`src/rtl/ins_fetch.sv`:
```
// Instruction fetch: request FSM feeding a small in-order instruction queue.
// Optional fetch timeout with sticky error and HALT state: INS_FETCH_TIMEOUT_EN.
module ins_fetch #(
  parameter int QDEPTH    = 2,
  parameter int TO_CYCLES = 64
) (
  input  logic        clk,
  input  logic        rst_n,
  input  logic [31:0] ins_ad,
  output logic        PC_en,
  input  logic        flush,
  output logic        imem_req,
  output logic [31:0] imem_addr,
  input  logic        imem_ack,
  input  logic [31:0] imem_rdata,
  output logic        ins_valid,
  output logic [31:0] ins_out,
  output logic [31:0] ins_pc,
  input  logic        ins_ready,
  output logic        fetch_err
);

  localparam int PW = (QDEPTH > 2) ? 2 : 1;
  localparam int CW = PW + 1;

  if (!(QDEPTH == 2 || QDEPTH == 4) || TO_CYCLES < 2) begin : g_bad_param
    $error("ins_fetch: illegal QDEPTH or TO_CYCLES");
  end

`ifdef INS_FETCH_TIMEOUT_EN
  localparam int TW = $clog2(TO_CYCLES);
  typedef enum logic [1:0] {IDLE, REQ, DRAIN, HALT} state_e;
  logic [TW-1:0] to_q, to_d;
  logic          err_q, err_d;
`else
  typedef enum logic [1:0] {IDLE, REQ, DRAIN} state_e;
`endif

  state_e        state_q, state_d;
  logic          req_q, req_d;
  logic [31:0]   addr_q, addr_d;
  logic [CW-1:0] count_q, count_d;
  logic [PW-1:0] wr_q, wr_d;
  logic [PW-1:0] rd_q, rd_d;
  logic [31:0]   ins_mem_q [QDEPTH];
  logic [31:0]   pc_mem_q  [QDEPTH];
  logic          push;
  logic          pop;

  always_comb begin
    state_d = state_q;
    req_d   = req_q;
    addr_d  = addr_q;
    push    = 1'b0;
`ifdef INS_FETCH_TIMEOUT_EN
    to_d    = '0;
    err_d   = err_q;
`endif
    unique case (state_q)
      IDLE: begin
        if (!flush && count_q < CW'(QDEPTH)) begin
          state_d = REQ;
          req_d   = 1'b1;
          addr_d  = ins_ad;
        end
      end
      REQ: begin
        if (imem_ack) begin
          state_d = IDLE;
          req_d   = 1'b0;
          push    = !flush;
        end else if (flush) begin
          state_d = DRAIN;
        end
      end
      DRAIN: begin
        if (imem_ack) begin
          state_d = IDLE;
          req_d   = 1'b0;
        end
      end
      default: ;
    endcase
`ifdef INS_FETCH_TIMEOUT_EN
    // Timeout wins over a same-cycle flush; HALT is left only by reset.
    if ((state_q == REQ || state_q == DRAIN) && !imem_ack) begin
      if (to_q == TW'(TO_CYCLES - 1)) begin
        state_d = HALT;
        req_d   = 1'b0;
        err_d   = 1'b1;
      end else begin
        to_d = to_q + 1'b1;
      end
    end
`endif
  end

  always_ff @(posedge clk) begin
    if (!rst_n) begin
      state_q <= IDLE;
      req_q   <= 1'b0;
      addr_q  <= '0;
`ifdef INS_FETCH_TIMEOUT_EN
      to_q    <= '0;
      err_q   <= 1'b0;
`endif
    end else begin
      state_q <= state_d;
      req_q   <= req_d;
      addr_q  <= addr_d;
`ifdef INS_FETCH_TIMEOUT_EN
      to_q    <= to_d;
      err_q   <= err_d;
`endif
    end
  end

  assign pop = ins_valid & ins_ready;

  always_comb begin
    count_d = count_q;
    wr_d    = wr_q;
    rd_d    = rd_q;
    if (flush) begin
      count_d = '0;
      wr_d    = '0;
      rd_d    = '0;
    end else begin
      if (push) wr_d = wr_q + 1'b1;
      if (pop)  rd_d = rd_q + 1'b1;
      count_d = count_q + CW'(push) - CW'(pop);
    end
  end

  always_ff @(posedge clk) begin
    if (!rst_n) begin
      count_q <= '0;
      wr_q    <= '0;
      rd_q    <= '0;
      for (int i = 0; i < QDEPTH; i++) begin
        ins_mem_q[i] <= '0;
        pc_mem_q[i]  <= '0;
      end
    end else begin
      count_q <= count_d;
      wr_q    <= wr_d;
      rd_q    <= rd_d;
      if (push) begin
        ins_mem_q[wr_q] <= imem_rdata;
        pc_mem_q[wr_q]  <= addr_q;
      end
    end
  end

  assign imem_req  = req_q;
  assign imem_addr = addr_q;
  assign ins_valid = (count_q != '0);
  assign ins_out   = ins_mem_q[rd_q];
  assign ins_pc    = pc_mem_q[rd_q];
  assign PC_en     = rst_n &
                     (((state_q == REQ) & imem_ack & !flush) | flush);

`ifdef INS_FETCH_TIMEOUT_EN
  assign fetch_err = err_q;
`else
  assign fetch_err = 1'b0;
`endif

endmodule
```
`config.mk`:
```
export PLATFORM = sky130hd
export DESIGN_NAME = ins_fetch
export DESIGN_NICKNAME = d
export VERILOG_FILES = /design/src/rtl/ins_fetch.sv
export SDC_FILE = /design/constraint.sdc
export NUM_CORES = 1
export LEC_CHECK = 0
export ABC_AREA = 0
export CORE_MARGIN = 2
export CORE_UTILIZATION = 50
export DETAILED_ROUTE_END_ITERATION = 10
export PLACE_DENSITY = 0.8
export RECOVER_POWER = 50
export SYNTH_ARGS = -nofsm -noshare
export SYNTH_HDL_FRONTEND = slang
export SYNTH_SLANG_ARGS = --single-unit
```
`constraint.sdc`:
```
create_clock -name clk -period 8.1 [get_ports clk]
set_clock_uncertainty 0.05 [all_clocks]
set_input_delay 0.81 -clock clk [delete_from_list [all_inputs] [get_ports clk]]
set_output_delay 0.81 -clock clk [all_outputs]
set_load 0.02 [all_outputs]
```
Yosys cells after proc, flatten, opt, wreduce, memory -nomap -nowiden
Memories as Yosys holds them, arrays and structs flattened. A register that Yosys moved wholly into a read port is not among the register bits.
Cells that the tools add are included.
Operators by class
  bitwise gates (word level): 6
  reductions and logical operators: 13
  $lt $le $gt $ge: 1
  multiplexer cells: 24
  add/subtract/negate cells: 4
  eq/ne operators: 6
Operators by type and width (number)
  $mux 32: 2
  $reduce_or 32->1: 2
  $mux 1: 16
  $mux 2: 4
  $pmux 2 s3: 1
  $and 1x1->1: 4
  $ne 2x2->1 const B: 2
  $reduce_and 4->1: 1
  $reduce_bool 2->1: 2
  $reduce_or 2->1: 2
  $ne 3x3->1 const B: 1
  $reduce_and 3->1: 1
  $reduce_bool 3->1: 1
  $add 1x1->1 const B: 2
  $add 2x1->2: 1
  $eq 2x1->1 const B: 1
  $eq 2x2->1 const B: 1
  $logic_not 2->1: 1
  $lt 2x2->1 const B: 1
  $ne 2x1->1 const B: 1
  $pmux 1 s2: 1
  $reduce_and 2->1: 1
  $sub 2x1->2: 1
  $logic_and 1x1->1: 1
  3 further kinds: 3
Storage, ports and cells
  logic and storage cells: 62
  flip-flop bits (word level): 39
  bits of input ports: 69
  memories: 2
  output and inout port bits: 100
  RAM bits: 128
Memories
  ins_mem_q: depth 2, width 32, read ports 1, clocked after Yosys merged registers in 1, wr ports 2, line 45  | logic [31:0] ins_mem_q [QDEPTH];
  pc_mem_q: depth 2, width 32, read ports 1, clocked after Yosys merged registers in 1, wr ports 2, line 46  | logic [31:0] pc_mem_q [QDEPTH];

Longest topological paths before layout
  word-level depth: 8
  mapped depth: 10

Least setup slack after synthesis
Ideal clock, no wire load.
  kind: input -> register
  start: input flush
  end: memory ins_mem_q[1][0], enable pin
  path buffers: 0
  setup slack: 1.853 ns
  stages: 3
  setup time: 0.575 ns
  arrival: 5.622 ns
  cell sequence: nor2b_4 nand3_4 o21ai_0
RTL lines
  from (decl): line 11  | input logic flush,
  to (decl): line 45

==> flow_metrics.env <==
export IMPL_avgSynthCellArea_um2=13.52
export IMPL_num_nets_final=773
export IMPL_worstMarginPinSlew_ns=3.797
export IMPL_reg2reg_slack_ns=3.72
export IMPL_drc=0
export IMPL_violations="max-capacitance violations, max-slew violations"
export IMPL_cts_resized=0
export IMPL_dieArea_um2=15560
export IMPL_htreeDepth=4
export IMPL_slew_violations=141
export IMPL_syn_nets=615
export IMPL_clk_pin_slew_ns=0.06
export IMPL_initial_core_util_pct=50.73
export IMPL_root_buffer="clkbuf_16"
export IMPL_cts_hold_fix_buffers=0
export IMPL_setup_viol=0
export IMPL_die_y_um=124.7
export IMPL_wirelength_mm=14.73
export IMPL_grt_max_degree=65
export IMPL_floorplan_rows=44
export IMPL_powerDensity_nw_per_um2=234.4
export IMPL_min_period_over_period_pct=62.87
export IMPL_wl_per_cell_um=16.47
export IMPL_syn_area_um2=7289
export IMPL_drive_above_1_share_pct=15.77
export IMPL_path_max_fanout=64
export IMPL_gp_congestion=0.7906
export IMPL_grt_overflow_total=0
export IMPL_critPathRequiredTime_ns=7.99
export IMPL_outcome="complete, but fails checks"
export IMPL_clkLatencyLatePin_ns=0.42
export IMPL_dr_pass1_iters=4
export IMPL_max_freq_mhz=196.4
export IMPL_via_per_inst=5.063
export IMPL_clock_path_buffers=2
export IMPL_portBuffers=167
export IMPL_hold_viol=0
export IMPL_p_leak_uw=0.003675
export IMPL_rsz0062_at_grt="false"
export IMPL_yosysSeqAreaShare_pct=63.71
export IMPL_slew_headroom_pct=-153.1
export IMPL_worst_ep_arrival_time_ns=4.99
export IMPL_ant_nets=0
export IMPL_synthDistinctLibCells=31
export IMPL_endpoint_kind="flip-flop"
export IMPL_grt_use_total_pct=19.48
export IMPL_first_iter_violations=274
export IMPL_hold_path_class="flip-flop to flip-flop"
export IMPL_yosysWarnings=0
export IMPL_ir_drop_uv=230.5
export IMPL_fp_dieW_um=124.7
export IMPL_yosys_register_bits=168
export IMPL_grt_pass1_wl_mm=23.43
export IMPL_dp_slack_ns=4.839
export IMPL_dp_cells=862
export IMPL_final_cells=894
export IMPL_finalWorstSetupSlack_ns=3.007
export IMPL_period_minus_slack_ns=5.093
export IMPL_tns_ns=0
export IMPL_grt_pass1_vias=4716
export IMPL_crit_path_start_kind="input port"
export IMPL_max_cap_viol_count=3
export IMPL_diodes=0
export IMPL_post_cts_buffers=0
export IMPL_core_area_um2=14370
export IMPL_antenna_found_initial=0
export IMPL_cts_num_sinks=168
export IMPL_vias=4526
export IMPL_num_io_pins=169
export IMPL_critPathKind="input port to flip-flop"
export IMPL_cts_tree="built"
export IMPL_areaGrowthSynthToFinish_pct=31.15
export IMPL_place_hpwl_mm=9.005
export IMPL_cts_made_buffers=17
export IMPL_syn_inst=539
## logic make-up after synthesis
kind of cell	after synthesis	share of synthesized area [%]
AOI/OAI and AO/OA	40	3.982
xor gates and xnor gates	4	0.4807
adders and majority gates	7	1.201
buffers and inverters	36	3.673
DFF	168	63.71
muxes	66	10.16
and+or+nand+nor	217	16.74
other	1	0.05144
## where the power goes
group / switching (uW) / total, uW / internal [uW] / leakage (uW)
Clock: 316 / 793 / 477 / 0.000290
Combinational: 220 / 403 / 183 / 0.00173
Sequential: 39.4 / 1040 / 1010 / 0.00166
## through the flow
step / hold slack [ns] / total power [uW] / instance area, um2 / util, %
finish: 0.4289 / 2241 / 9560 / 66.54
global route: 0.4424 / 2330 / 9560 / 66.54
CTS: 0.4318 / 2269 / 9580 / 66.68
detailed placement: 0.4243 / 1476 / 8991 / 62.57
global placement: 0.4168 / 1463 / 8991 / 62.57
floorplan: 0.4210 / 1297 / 7289 / -
## worst max-delay path: stages
cell and delay (ns):
dlygate4sd3_1 0.55, clkbuf_1 0.65, o21ai_4 0.22, clkbuf_1 2.69
## final timing paths
kind                              start                             to  cells after the start
max                               rst_n  pc_mem_q[0][31]$_SDFFCE_PN0P_                      4
min          imem_addr[31]$_SDFFE_PN0P_     imem_addr[31]$_SDFFE_PN0P_                      2
max reg2reg     state_q[1]$_SDFFE_PN0P_  pc_mem_q[0][31]$_SDFFCE_PN0P_                      6
min reg2reg  imem_addr[31]$_SDFFE_PN0P_     imem_addr[31]$_SDFFE_PN0P_                      2
## metal layers
layer  GRT usage, %  vias to the layer above  wire, um
met5              0                        -         0
met4          8.262                        0       200
met3          5.928                       18       911
met2          32.43                      143      7373
met1          23.54                     2194      6239
li1               -                     2171         -
## Yosys cell counts
library cell | instances | area share, %
buf_2 | 10 | 0.69
mux2i_1 | 2 | 0.27
inv_1 | 5 | 0.26
and2_2 | 8 | 0.82
nand2_1 | 73 | 3.8
or2_2 | 1 | 0.086
nor2b_4 | 1 | 0.19
nor2_8 | 2 | 0.55
o211ai_1 | 1 | 0.10
a21boi_1 | 30 | 3.1
conb_1 | 1 | 0.051
o21ai_0 | 3 | 0.21
a21oi_1 | 1 | 0.069
nand2b_1 | 1 | 0.086
and3_1 | 1 | 0.086
xnor2_1 | 3 | 0.36
buf_6 | 15 | 2.3
nor2_2 | 1 | 0.086
xor2_1 | 1 | 0.12
a21boi_0 | 4 | 0.41
o21a_1 | 1 | 0.10
nand3_4 | 1 | 0.24
edfxtp_1 | 128 | 53
dfxtp_1 | 40 | 11
nand3b_1 | 1 | 0.10
and2_1 | 122 | 10
mux2_2 | 64 | 9.9
nor2_1 | 5 | 0.26
ha_1 | 7 | 1.2
buf_4 | 2 | 0.21
clkbuf_1 | 4 | 0.21
## sequential cells by signal, indices dropped and copies added (netlist names), named ones only
signal / count
pc_mem_q: 64
rd_q: 1
imem_req: 1
ins_mem_q: 64
count_q: 2
imem_addr: 32
wr_q: 1
state_q: 2
## layout by cell type, fill, tap and decap left out, types with 2 or more instances in the layout
cell and count:
mux2i_1 2, ha_1 7, mux2_2 64, edfxtp_1 128, and2_0 12, clkbuf_8 3
clkinv_2 4, clkbuf_16 17, nor2_1 5, and2_1 110, clkbuf_1 3, bufinv_16 2
a21boi_0 17, dfxtp_1 39, nor2_8 2, o21ai_4 2, inv_1 5, a21boi_1 17
and2_2 8, nand2_1 73, xnor2_1 3, clkinvlp_4 2, dlygate4sd3_1 35, clkdlybuf4s50_1 132
## cell type report
type	instances	area, um2
clock inverters	11	118.9
well taps	184	230.2
flip-flops and latches	168	4648
multi-input cells	335	2387
repair buffers	170	1687
clock buffers	21	470.5
inverters	5	18.77
fillers	1054	4808
Note: power is estimated with default switching activity, not from simulation.
